[src/rtl/spi_cmd_rx_pkg.sv]
// Shared constants and types for the SPI command receiver slice.
package spi_cmd_rx_pkg;

  // {CPOL, CPHA}: the receiver only supports mode 0.
  localparam logic [1:0] SPI_MODE0 = 2'b00;

  localparam int DEFAULT_FIFO_DEPTH  = 16;
  localparam int DEFAULT_SYNC_STAGES = 2;
  localparam int BYTE_W              = 8;

  typedef enum logic {
    IDLE  = 1'b0,
    SHIFT = 1'b1
  } spi_state_e;

endpackage

[src/rtl/spi_cmd_rx_byte_fifo.sv]
// Synchronous show-ahead FIFO: head is valid whenever the FIFO is non-empty.
// A pop on an empty FIFO is ignored; a push while full only lands when a pop
// in the same cycle makes room.
module byte_fifo
  import spi_cmd_rx_pkg::*;
#(
  parameter int DEPTH = DEFAULT_FIFO_DEPTH,
  parameter int WIDTH = BYTE_W
) (
  input  logic                     clk,
  input  logic                     reset,
  input  logic                     push,
  input  logic [WIDTH-1:0]         push_data,
  input  logic                     pop,
  output logic [WIDTH-1:0]         head,
  output logic                     full,
  output logic                     empty,
  output logic [$clog2(DEPTH):0]   count
);

  localparam int AW = $clog2(DEPTH);

  logic [WIDTH-1:0] mem_q [DEPTH];
  logic [WIDTH-1:0] mem_d [DEPTH];
  logic [AW-1:0]    wr_ptr_q, wr_ptr_d;
  logic [AW-1:0]    rd_ptr_q, rd_ptr_d;
  logic [AW:0]      count_q, count_d;
  logic             push_ok;
  logic             pop_ok;

  assign empty   = (count_q == '0);
  assign full    = (count_q == (AW+1)'(DEPTH));
  assign pop_ok  = pop && !empty;
  assign push_ok = push && (!full || pop_ok);
  assign count   = count_q;
  // Head is forced to zero when empty so the output has a defined reset value
  // without having to clear the storage array.
  assign head    = empty ? '0 : mem_q[rd_ptr_q];

  // Next-state for storage, pointers (power-of-two depth wraps naturally) and occupancy.
  always_comb begin
    mem_d    = mem_q;
    wr_ptr_d = wr_ptr_q;
    rd_ptr_d = rd_ptr_q;
    count_d  = count_q;
    if (push_ok) begin
      mem_d[wr_ptr_q] = push_data;
      wr_ptr_d        = wr_ptr_q + 1'b1;
    end
    if (pop_ok) begin
      rd_ptr_d = rd_ptr_q + 1'b1;
    end
    case ({push_ok, pop_ok})
      2'b10:   count_d = count_q + 1'b1;
      2'b01:   count_d = count_q - 1'b1;
      default: count_d = count_q;
    endcase
  end

  // Pointer and occupancy registers.
  always_ff @(posedge clk) begin
    if (reset) begin
      wr_ptr_q <= '0;
      rd_ptr_q <= '0;
      count_q  <= '0;
    end else begin
      wr_ptr_q <= wr_ptr_d;
      rd_ptr_q <= rd_ptr_d;
      count_q  <= count_d;
    end
  end

  // Storage array; contents are don't-care until written.
  always_ff @(posedge clk) begin
    mem_q <= mem_d;
  end

endmodule

[src/rtl/spi_cmd_rx.sv]
// SPI mode-0 slave front end: MOSI bytes land in a show-ahead FIFO for the
// command controller, and the controller's status byte is returned on MISO.
// All SPI pins are oversampled in the clk domain (needs f_clk >= 8*f_sck).
module spi_cmd_rx
  import spi_cmd_rx_pkg::*;
#(
  parameter int FIFO_DEPTH  = DEFAULT_FIFO_DEPTH,
  parameter int SYNC_STAGES = DEFAULT_SYNC_STAGES
) (
  input  logic                          clk,
  input  logic                          reset,
  input  logic                          sck,
  input  logic                          cs_n,
  input  logic                          mosi,
  output logic                          miso,
  output logic [7:0]                    out_byte,
  output logic                          out_valid,
  input  logic                          next,
  input  logic [7:0]                    tx_byte,
  output logic [$clog2(FIFO_DEPTH):0]   fifo_count,
  output logic                          overflow
);

  localparam logic SCK_IDLE_LVL = SPI_MODE0[1];

  logic [SYNC_STAGES-1:0] sck_sync_q, sck_sync_d;
  logic [SYNC_STAGES-1:0] cs_n_sync_q, cs_n_sync_d;
  logic [SYNC_STAGES-1:0] mosi_sync_q, mosi_sync_d;
  logic                   sck_prev_q, sck_prev_d;
  logic                   cs_n_prev_q, cs_n_prev_d;

  logic sck_s, cs_n_s, mosi_s;
  logic sck_lead, sck_trail;
  logic cs_fall, cs_rise;

  spi_state_e state_q, state_d;
  logic [2:0] bit_ctr_q, bit_ctr_d;
  logic [6:0] rx_shift_q, rx_shift_d;
  logic [6:0] tx_shift_q, tx_shift_d;
  logic       miso_q, miso_d;
  logic       push_q, push_d;
  logic [7:0] push_data_q, push_data_d;
  logic       overflow_q, overflow_d;

  logic fifo_full;
  logic fifo_empty;

  // Shift each pin into its synchroniser chain; the extra flop holds the previous sample.
  always_comb begin
    sck_sync_d  = {sck_sync_q[SYNC_STAGES-2:0], sck};
    cs_n_sync_d = {cs_n_sync_q[SYNC_STAGES-2:0], cs_n};
    mosi_sync_d = {mosi_sync_q[SYNC_STAGES-2:0], mosi};
    sck_prev_d  = sck_sync_q[SYNC_STAGES-1];
    cs_n_prev_d = cs_n_sync_q[SYNC_STAGES-1];
  end

  // Synchroniser registers. cs_n resets to the asserted level so that a frame
  // already in progress when reset lifts is never mistaken for a new start:
  // cs_n must be seen high before a falling edge can be detected.
  always_ff @(posedge clk) begin
    if (reset) begin
      sck_sync_q  <= '0;
      cs_n_sync_q <= '0;
      mosi_sync_q <= '0;
      sck_prev_q  <= 1'b0;
      cs_n_prev_q <= 1'b0;
    end else begin
      sck_sync_q  <= sck_sync_d;
      cs_n_sync_q <= cs_n_sync_d;
      mosi_sync_q <= mosi_sync_d;
      sck_prev_q  <= sck_prev_d;
      cs_n_prev_q <= cs_n_prev_d;
    end
  end

  assign sck_s     = sck_sync_q[SYNC_STAGES-1];
  assign cs_n_s    = cs_n_sync_q[SYNC_STAGES-1];
  assign mosi_s    = mosi_sync_q[SYNC_STAGES-1];
  assign sck_lead  = (sck_s ^ SCK_IDLE_LVL) & ~(sck_prev_q ^ SCK_IDLE_LVL);
  assign sck_trail = ~(sck_s ^ SCK_IDLE_LVL) & (sck_prev_q ^ SCK_IDLE_LVL);
  assign cs_fall   = cs_n_prev_q & ~cs_n_s;
  assign cs_rise   = ~cs_n_prev_q & cs_n_s;

  // FSM state register and the shift/counter datapath it controls.
  always_ff @(posedge clk) begin
    if (reset) begin
      state_q     <= IDLE;
      bit_ctr_q   <= '0;
      rx_shift_q  <= '0;
      tx_shift_q  <= '0;
      miso_q      <= 1'b0;
      push_q      <= 1'b0;
      push_data_q <= '0;
      overflow_q  <= 1'b0;
    end else begin
      state_q     <= state_d;
      bit_ctr_q   <= bit_ctr_d;
      rx_shift_q  <= rx_shift_d;
      tx_shift_q  <= tx_shift_d;
      miso_q      <= miso_d;
      push_q      <= push_d;
      push_data_q <= push_data_d;
      overflow_q  <= overflow_d;
    end
  end

  // Next-state: frame on cs_n, sample MOSI on the leading sck edge, advance MISO on the trailing edge.
  // tx_shift holds the bits still to be sent after the one currently on miso.
  always_comb begin
    state_d     = state_q;
    bit_ctr_d   = bit_ctr_q;
    rx_shift_d  = rx_shift_q;
    tx_shift_d  = tx_shift_q;
    miso_d      = miso_q;
    push_d      = 1'b0;
    push_data_d = push_data_q;
    case (state_q)
      IDLE: begin
        miso_d = 1'b0;
        if (cs_fall) begin
          tx_shift_d = tx_byte[6:0];
          miso_d     = tx_byte[7];
          bit_ctr_d  = '0;
          state_d    = SHIFT;
        end
      end
      SHIFT: begin
        if (cs_rise) begin
          // A partial byte is simply abandoned; only full bytes are pushed.
          miso_d    = 1'b0;
          bit_ctr_d = '0;
          state_d   = IDLE;
        end else if (sck_lead) begin
          rx_shift_d = {rx_shift_q[5:0], mosi_s};
          bit_ctr_d  = bit_ctr_q + 1'b1;
          if (bit_ctr_q == 3'd7) begin
            push_d      = 1'b1;
            push_data_d = {rx_shift_q, mosi_s};
          end
        end else if (sck_trail) begin
          if (bit_ctr_q != '0) begin
            miso_d     = tx_shift_q[6];
            tx_shift_d = {tx_shift_q[5:0], 1'b0};
          end else begin
            // Byte boundary: pick up whatever status the controller shows now.
            miso_d     = tx_byte[7];
            tx_shift_d = tx_byte[6:0];
          end
        end
      end
      default: begin
        state_d = IDLE;
      end
    endcase
  end

  // Sticky overflow: a push found the FIFO full and no pop freed a slot.
  always_comb begin
    overflow_d = overflow_q | (push_q & fifo_full & ~next);
  end

  byte_fifo #(
    .DEPTH (FIFO_DEPTH),
    .WIDTH (8)
  ) u_fifo (
    .clk       (clk),
    .reset     (reset),
    .push      (push_q),
    .push_data (push_data_q),
    .pop       (next),
    .head      (out_byte),
    .full      (fifo_full),
    .empty     (fifo_empty),
    .count     (fifo_count)
  );

  assign out_valid = ~fifo_empty;
  assign miso      = miso_q;
  assign overflow  = overflow_q;

endmodule

[config.mk]
export PLATFORM = sky130hd
export DESIGN_NAME = spi_cmd_rx
export DESIGN_NICKNAME = d
export VERILOG_FILES = /design/src/rtl/spi_cmd_rx_pkg.sv /design/src/rtl/spi_cmd_rx_byte_fifo.sv /design/src/rtl/spi_cmd_rx.sv
export SDC_FILE = /design/constraint.sdc
export NUM_CORES = 1
export LEC_CHECK = 0
export CAP_MARGIN = 20
export CORE_MARGIN = 5
export CORE_UTILIZATION = 46
export CTS_BUF_LIST = sky130_fd_sc_hd__clkbuf_2
export CTS_CLUSTER_DIAMETER = 200
export DETAILED_ROUTE_END_ITERATION = 6
export HOLD_SLACK_MARGIN = 0.1
export PLACE_DENSITY = 0.69
export SETUP_SLACK_MARGIN = 0.2
export SKIP_CTS_REPAIR_TIMING = 1
export SKIP_LAST_GASP = 1
export SLEW_MARGIN = 10
export SYNTH_ARGS = -nofsm -noshare
export SYNTH_HDL_FRONTEND = slang
export SYNTH_SLANG_ARGS = --single-unit
[constraint.sdc]
create_clock -name clk -period 3.5 [get_ports clk]
set_clock_uncertainty 0.05 [all_clocks]
set_input_delay 0.7 -clock clk [delete_from_list [all_inputs] [get_ports clk]]
set_output_delay 0.7 -clock clk [all_outputs]
set_load 0.02 [all_outputs]
# --- After elaboration in Yosys (flattened, before gate mapping) ---
# Index checks and enable logic that the tools add are counted.
totals:
  ff_bits: 178
  latch_bits: 0
  ram_bits: 0
  romBits: 0
  in_bits: 14
  wordCells: 112
  memories: 0
classes:
  n_addsub: 5
  multipliers: 0
  div: 0
  magnitude_cmp: 3
  eq_ne: 11
  n_shift: 0
  mux: 28
  n_bitwise: 18
  reduce_logical: 15
op_table:
  columns: ["operator", "n"]
  rows:
  - ["$bwmux 128", 1]
  - ["$mux 7", 5]
  - ["$bmux 8 s4", 1]
  - ["$demux 8 s4", 1]
  - ["$mux 8", 4]
  - ["$pmux 7 s2", 1]
  - ["$ge 5x5->1 const B", 2]
  - ["$not 4->5", 2]
  - ["$pmux 5 s2", 1]
  - ["$mux 3", 3]
  - ["$ne 3x3->1 const B", 3]
  - ["$not 1->1", 9]
  - ["$add 4x1->4 const B", 2]
  - ["$mux 1", 8]
  - ["$ne 2x2->1 const B", 4]
  - ["$reduce_and 4->1", 2]
  - ["$and 1x1->1", 6]
  - ["$pmux 3 s2", 1]
  - ["$add 5x1->5 const B", 1]
  - ["$eq 5x5->1 const B", 1]
  - ["$logic_not 5->1", 1]
  - ["$lt 5x1->1 const B", 1]
  - ["$sub 5x1->5 const B", 1]
  - ["$pmux 1 s2", 2]
  - ["13 further kinds", 17]

# --- Depth between registers and ports, before layout ---
# Gate-level depths: netlist (run 1).
logic_depth:
  depth_word: 7
  ltp_mapped: 9

# --- Hierarchy ---
# A second synthesis (run 1) with hierarchy kept.
unflattened:
  hier_cells: 494
  area_unflattened_um2: 7339.5
by_module_without_submodules:
  columns: ["module", "n_inst", "cells_per_inst", "area_each_um2"]
  rows:
  - ["byte_fifo", 1, 329, 5866.9]
  - ["spi_cmd_rx", 1, 165, 1472.7]

# --- Worst setup path before layout (run 1) ---
# Ideal clock, no wire load.
synth_timing:
  path_type: "register to register"
  from: "reg u_fifo.count_q[1] (netlist: u_fifo.count[1])"
  to: "reg u_fifo.count_q[4] (netlist: u_fifo.count[4])"
  setup_ns: 0.079
  arrival_time_ns: 2.566
  t_required_ns: 3.371
  path_slack_ns: 0.805
  stages_incl_launch_ff: 10
  n_path_buf: 2
  period_less_slack_ns: 2.695
  path_cell_list: "dfxtp_1 buf_6 or4_1 buf_4 o21ai_4 xnor2_1 ha_1 or4b_1 a22o_1 a211oi_2"
synth_via:
  elab_chain_cells: 7
  word_cells_on_any_way: 13
  classes_between: "add/sub (2); eq/ne (3); mux (1); reduce/logical (7)"
synth_lines:
  columns: ["item", "line_no", "text"]
  rows:
  - ["from (decl)", "spi_cmd_rx_byte_fifo.sv:27", "logic [AW:0] count_q, count_d;"]
  - ["from (signal assigned)", "spi_cmd_rx_byte_fifo.sv:69", "count_q <= count_d;"]
  - ["$logic_not 5->1", "spi_cmd_rx_byte_fifo.sv:31", "assign empty = (count_q == '0);"]
  - ["$logic_not 1->1", "spi_cmd_rx_byte_fifo.sv:33", "assign pop_ok = pop && !empty;"]
  - ["$logic_and 1x1->1", "spi_cmd_rx_byte_fifo.sv:33", null]
  - ["$logic_or 1x1->1", "spi_cmd_rx_byte_fifo.sv:34", "assign push_ok = push && (!full || pop_ok);"]
  - ["$logic_and 1x1->1", "spi_cmd_rx_byte_fifo.sv:34", null]
  - ["$eq 2x1->1 or $eq 2x2->1 (tied branches)", "spi_cmd_rx_byte_fifo.sv:53", "case ({push_ok, pop_ok})"]
  - ["$pmux 5 s2 or $reduce_bool 2->1 (tied branches)", null, null]
# Parallel ways exist; a longest one is shown, timed or not.
# A chain may end at the register's enable or synchronous reset.

# --- Worst setup path in the final report (run 1) ---
layout_timing:
  from: "reg u_fifo.rd_ptr_q[0]"
  to: "out out_byte[1]"
layout_via:
  elab_chain_cells: 5
layout_lines:
  columns: ["item", "line_no", "text"]
  rows:
  - ["from (decl)", "spi_cmd_rx_byte_fifo.sv:26", "logic [AW-1:0] rd_ptr_q, rd_ptr_d;"]
  - ["from (signal assigned)", "spi_cmd_rx_byte_fifo.sv:68", "rd_ptr_q <= rd_ptr_d;"]
  - ["$not 4->5 (implied by the code)", "spi_cmd_rx_byte_fifo.sv:38", "assign head = empty ? '0 : mem_q[rd_ptr_q];"]
  - ["$bmux 8 s4", "spi_cmd_rx_byte_fifo.sv:38", null]
  - ["$mux 8 (implied by the code) (2 in series)", "spi_cmd_rx_byte_fifo.sv:38", null]
  - ["$mux 8", "spi_cmd_rx_byte_fifo.sv:38", null]
  - ["to (decl)", "spi_cmd_rx.sv:16", "output logic [7:0] out_byte,"]
# No other way between the ends. The select of a mux whose other input is x is not followed.

==> impl_metrics.ini, run 1 <==
[clocking]
clk_pin_slew_ns = 0.22
clock_latency_ns = 0.71
clk_root_buffer_cell = clkbuf_2
clock-sinks = 178
tritoncts = done
cts_buffer_depth = 2
h-tree-depth = 4
cts_buffers = 17

[placed_design]
placed_cell_area_mm2 = 0.00788
hpwl_um = 9050
port_buffers = 29
dp_cells = 709
finalWeightedCongestion = 0.836
dp_slack_ns = 0.447

[synth]
synth_fa_ha_area_frac = 0.0155
synth_nets = 491
ys_ff_latch = 178
synth_simple_gate_area_frac = 0.0863
synth_cells = 468
synth_compound_area_frac = 0.0526
syn_area_mm2 = 0.00725
synth_cell_types = 49
ys_warn_count = 0
synth_top_family_by_area = multiplexers
syn-mean-instance-area_um2 = 15.5
synth.area.mux_share = 0.150
ys_seq_area_frac = 0.668
synthXorXnorAreaFrac = 0.00725

[critical_path]
path_class = reg2out
crit_chain = buf_8 -> mux4_2 -> mux2i_1 -> o22ai_1 -> dlymetal6s2s_1
startpoint_type = flop
slowest_stage = mux4_2
critPathRequiredTime_ns = 2.75
cp_max_fo = 9
endpoint_kind = output pin
cp.arrival_ns = 2.42
max_stage_delay_ns = 0.52

[timing]
hold_viol = 0
worst_pin_slew_ns = 0.785
report.final.slew_viol_count = 0
setup_viol = 0
hold_slack_ns = 0.328
min_period_ns = 3.17
relSlewSlack = 0.473
min_period_over_period = 0.905
fin_ws_ns = 0.331
fin_tns_setup_ns = 0
fmax_mhz = 316
rsz0062_at_grt = yes

[power_and_ir_drop]
irDropWorstVdd_v = 0.000286
swShare = 0.273
cellLeakagePower_nw = 2.84
power.density_mw_per_mm2 = 535
share_comb_of_total_power = 0.215
seq_power_share = 0.526
clkPwrFrac = 0.259
power.internal_w = 0.00320
netSwitchingPower_w = 0.00120

[min_path]
hp-class = in2reg

[global_route]
grt_pass1_vias = 4160
grt_pass1_wl_um = 22300
grt-ovfl-total = 0
track_usage = 0.161
grt_antenna_before_repair = 1
grt_start_max_net_pins = 33

[route]
drtPass1Iterations = 4
drtAntennaViolNets = 0
drc = 0
drtIter0Drc = 309
postRouteWirelength_um = 14200
vias_per_cell = 5.55
vias = 4139
routedWlPerCell_um = 19.0

[finish]
stdcell_area_mm2 = 0.00823
drive_above_1_share = 0.214
nFillCells = 1284
fin_nets = 539
fin_cells = 746
syn_to_final_growth_pct = 13.5

[floorplan]
io_pins = 30
row_count = 46
core_area_mm2 = 0.0157
die-area_mm2 = 0.0184
fp.dieW_um = 136
initial_core_util = 0.463
die_h_um = 136

[status]
status = complete, no violations

[job]
drv_cap = 0
-- path summary, 6_finish.rpt --
check	depth (start not counted)	slack [ns]	end	from
min reg2reg	1	0.41	cs_n_sync_q[1]$_SDFF_PP0_	cs_n_sync_q[0]$_SDFF_PP0_
min	2	0.33	u_fifo.rd_ptr_q[0]$_SDFFE_PP0N_	reset
max	5	0.33	out_byte[1]	u_fifo.rd_ptr_q[0]$_SDFFE_PP0N_
max reg2reg	7	0.56	u_fifo.count[4]$_SDFFE_PP0P_	u_fifo.count[0]$_SDFFE_PP0P_
-- worst max-delay path, delay by kind of cell, from the launching register on --
family | cells | cell delay (ns)
muxes | 2 | 0.73
DFF | 1 | 0.48
AOI/OAI and AO/OA | 1 | 0.11
buffers and inverters | 2 | 0.38
-- cell usage after synthesis, drive strengths merged --
cell / instances / area share
o21ai: 5 / 0.0055
o211ai: 5 / 0.0059
nand4: 4 / 0.0035
nor3: 23 / 0.016
or4: 1 / 0.0010
and3b: 1 / 0.0012
nand2b: 8 / 0.0069
or3: 2 / 0.0017
o21a: 3 / 0.0031
clkbuf: 14 / 0.0072
nand2: 9 / 0.0047
nor2: 39 / 0.020
nor4: 1 / 0.0029
o311a: 1 / 0.0014
nor2b: 15 / 0.013
mux2i: 33 / 0.046
nand3b: 1 / 0.0010
a21oi: 10 / 0.0069
buf: 10 / 0.0078
mux4: 32 / 0.099
edfxtp: 128 / 0.53
ha: 9 / 0.016
o22ai: 9 / 0.0078
dfxtp: 50 / 0.14
and3: 7 / 0.0060
a21o: 2 / 0.0021
o311ai: 1 / 0.0012
inv: 10 / 0.0052
xnor2: 2 / 0.0024
or4b: 1 / 0.0014
o2111ai: 2 / 0.0024
a22o: 1 / 0.0012
a21boi: 1 / 0.0010
xor2: 4 / 0.0048
a2111oi: 1 / 0.0012
nand3: 10 / 0.0069
mux2: 3 / 0.0052
a211oi: 1 / 0.0017
a221oi: 7 / 0.0085
a22oi: 2 / 0.0028
-- power groups by stage --
stage	combinational [W]	sequential, W	clock (W)
CTS	0.000898	0.00230	0.00118
finish	0.000947	0.00231	0.00114
detailed placement	0.000896	0.00234	0
floorplan	0.000621	0.00234	0
global placement	0.000881	0.00234	0
global route	0.00101	0.00232	0.00126
-- layout by cell type (no fill, tap or decap), drive strengths merged, types with 2 or more instances in the layout --
cell type      count
o22ai              9
edfxtp           128
dlymetal6s2s       2
and3               7
nor2b             15
o21a               3
nor2              39
nand2              9
a21oi             10
ha                 9
a21o               2
mux2               3
bufinv             4
or3                2
clkbuf            25
clkinvlp           4
o2111ai            2
dfxtp             50
buf               24
xnor2              2
o211ai             5
mux4              32
nand2b             8
nor3              23
inv               11
a22oi              2
nand3             10
clkdlybuf4s50     19
nand4              4
o21ai              5
clkinv             6
mux2i             33
a221oi             7
xor2               4
-- logic make-up (layout without fill, tap and decap cells) --
kind of cell / count (synthesis) / in the layout
compound gates: 51 / 51
xor+xnor: 6 / 6
fa+ha+maj: 9 / 9
buf+inv: 34 / 95
flops: 178 / 178
mux: 68 / 68
other cells: 0 / 1
simple gates: 122 / 122
-- final cells by class --
class / instances / area (um2) / share of cell area
diodes: 1 / 2.50 / 0.000304
clock buffers: 17 / 85.1 / 0.0103
clock inverters: 15 / 190 / 0.0231
inverters: 10 / 37.5 / 0.00456
multi-input cells: 256 / 2290 / 0.278
flip-flops and latches: 178 / 4850 / 0.589
well taps: 216 / 270 / 0.0328
repair buffers: 53 / 507 / 0.0616
-- metrics by stage --
step / power, W / utilization
after detailed placement: 0.00324 / 0.503
after CTS: 0.00437 / 0.521
after global routing: 0.00460 / 0.526
after floorplan: 0.00296 / -
after global placement: 0.00322 / 0.503
final: 0.00440 / 0.526
-- metal layers --
layer | GRT usage | share of wire
met4 | 0.0538 | 0.019
met5 | 0 | 0
met1 | 0.220 | 0.45
met2 | 0.256 | 0.48
met3 | 0.0386 | 0.051
-- sequential cells by signal, indices dropped and copies added (netlist names), 3 cells and up --
name,cells
bit_ctr_q,3
push_data_q,8
u_fifo.wr_ptr_q,4
u_fifo.mem_q,128
rx_shift_q,7
u_fifo.count,5
tx_shift_q,7
u_fifo.rd_ptr_q,4
No activity file was read; power rests on OpenSTA's default activity.
==> run 2, diff against run 1 <==
Settings changed: ABC_AREA from default to 1.
==> impl_metrics.ini, run 2 <==
[synth]
syn-mean-instance-area_um2 = 11.0
syn_area_mm2 = 0.00723
synth_simple_gate_area_frac = 0.124
synth_compound_area_frac = 0.141
yosysTopAreaCellShare = 0.532
synth_commonest_cells = 128 x edfxtp_1, 112 x nor2_1, 94 x o21ai_0
synth_cells = 656
ys_seq_area_frac = 0.670
async_flop_share = 0
synth_top_family_by_area = compound AO/OA/AOI/OAI gates
synth_fa_ha_area_frac = 0.0156
ys_ff_latch = 178
synth.most_common_cell = edfxtp_1
synth_area_leaders = edfxtp_1 53%, dfxtp_1 14%, o21ai_0 6.5%
synthXorXnorAreaFrac = 0.00242
synth_area_leader_cell = edfxtp_1
synth_ff_type = edfxtp_1
synth_edf_count = 128
ys_warn_count = 0
synth_cell_types = 31
synth_nets = 679
synth.area.mux_share = 0

[route]
drtAntennaViolNets = 0
postRouteWirelength_um = 15700
drc = 0
vias = 5057
routedWlPerCell_um = 16.9
drtPass1Iterations = 6
vias_per_cell = 5.47
drtIter0Drc = 529

[finish]
reg.largest.list = u_fifo.mem_q x128, push_data_q x8
nFillCells = 1333
diodes = 0
largest_register_ffs = 128
drive_above_1_share = 0.130
final_cell_mix = 128 x edfxtp_1, 112 x nor2_1, 94 x o21ai_0, 48 x dfxtp_1
fin_nets = 724
fin_cells = 925
multi_input_area_mm2 = 0.00206
syn_to_final_growth_pct = 12.0
regArea_mm2 = 0.00485
final_common_cell = edfxtp_1
largest-register = u_fifo.mem_q

[global_route]
grtUsageMet2 = 0.282
grt_pass1_wl_um = 25000
gr-usage-met1 = 0.241
grt_start_max_net_pins = 42
grt_pass1_vias = 4838
grt.busiest_layer = met2
grt-ovfl-total = 0
use_met3 = 0.0353
track_usage = 0.175
grt_antenna_before_repair = 0

[clocking]
cts_buffers = 17
clock-sinks = 178
h-tree-depth = 4
clk_pin_slew_ns = 0.23
cts_buffer_depth = 2
clock_latency_ns = 0.70
tritoncts = done
clk_root_buffer_cell = clkbuf_2

[placed_design]
port_buffers = 29
dp_slack_ns = 0.383
hpwl_um = 10200
dp_cells = 889
finalWeightedCongestion = 0.838

[timing]
setup_viol = 0
min_period_ns = 3.09
fin_ws_ns = 0.410
min_period_over_period = 0.883
fin_tns_setup_ns = 0
hold_viol = 0
rsz0062_at_grt = no
fmax_mhz = 324
hold_slack_ns = 0.368
report.final.slew_viol_count = 0
relSlewSlack = 0.470
worst_pin_slew_ns = 0.792

[power_and_ir_drop]
totalPowerFinal_w = 0.00500
power.density_mw_per_mm2 = 617
irDropWorstVdd_v = 0.000421
cellLeakagePower_nw = 2.92

[floorplan]
fp.dieW_um = 135
row_count = 45
die-area_mm2 = 0.0183
io_pins = 30
initial_core_util = 0.472
core_area_mm2 = 0.0153
die_h_um = 135

[critical_path]
cp.arrival_ns = 2.34
endpoint_kind = output pin
reg2reg_slack_ns = 1.32
cp_max_fo = 41
critPathRequiredTime_ns = 2.75
reg2reg_to = u_fifo.mem_q[109]$_DFFE_PP_
startpoint_type = flop
path_class = reg2out
worstReg2RegStart = u_fifo.count[2]$_SDFFE_PP0P_
reg2reg_depth = 8

[job]
drv_cap = 0

[status]
status = complete, no violations

[min_path]
whs_endpoint = cs_n_sync_q[1]$_SDFF_PP0_
hp-start = cs_n_sync_q[0]$_SDFF_PP0_
hp-class = reg2reg
worstHoldPathCells = 2
run 2: changes by cell type in the layout (fill, tap and decap cells not counted), sizes merged, moves of 8 or more:
cell	change
a21oi	+23
inv	+39
mux2i	-33
mux4	-32
nand2	+39
nand2b	-8
nand3	+26
nor2	+79
nor2b	-15
nor3	-23
o21ai	+94
o221ai	+22
run 2: cells by family (layout without fill, tap and decap cells):
family                     after synthesis  in the layout
adders and majority gates                9              9
DFF                                    178            178
AOI/OAI and AO/OA                      178            178
buffers and inverters                   83            141
xor gates and xnor gates                 2              2
and+or+nand+nor                        206            206
run 2: power by group:
part	leakage (nW)	internal (W)	switching, W
combinational	1.19	0.000603	0.00108
sequential	1.59	0.00228	0.0000605
clock	0.132	0.000318	0.000651
run 2: through the flow:
step / area [um2] / utilization
floorplan: 7230 / -
global placement: 7830 / 0.511
detailed placement: 7830 / 0.511
CTS: 8040 / 0.525
global route: 8100 / 0.529
finish: 8100 / 0.529
run 2: critical path: stages (launching register included):
cell      delay [ns]
dfxtp_4         0.42
inv_2           0.10
buf_12          0.20
o21ai_0         0.11
o221ai_1        0.20
nand3_1         0.20
a21oi_2         0.21
clkbuf_2        0.20
run 2: layer usage:
metal	share of wire	routed length (um)
met4	0.013	201
met3	0.064	1010
met1	0.44	6970
met5	0	0
met2	0.48	7500
run 2: how the worst max path moves through the flow:
stage | cells past startpoint | startpoint | to
after floorplan | 6 | u_fifo.rd_ptr_q[0]$_SDFFE_PP0N_ | out_byte[1]
after global placement | 8 | u_fifo.rd_ptr_q[0]$_SDFFE_PP0N_ | out_byte[7]
after detailed placement | 8 | u_fifo.rd_ptr_q[0]$_SDFFE_PP0N_ | out_byte[6]
after CTS | 8 | u_fifo.rd_ptr_q[0]$_SDFFE_PP0N_ | out_byte[6]
after global routing | 7 | u_fifo.rd_ptr_q[0]$_SDFFE_PP0N_ | out_byte[3]
final | 7 | u_fifo.rd_ptr_q[0]$_SDFFE_PP0N_ | out_byte[1]
run 2: layout make-up:
type                       instances  share of cell area
sequential                       178               0.599
multi-input combinational        395               0.254
timing repair buffer              57              0.0632
tap                              211              0.0326
inverter                          52              0.0246
clock inverter                    13              0.0147
clock buffer                      19              0.0117
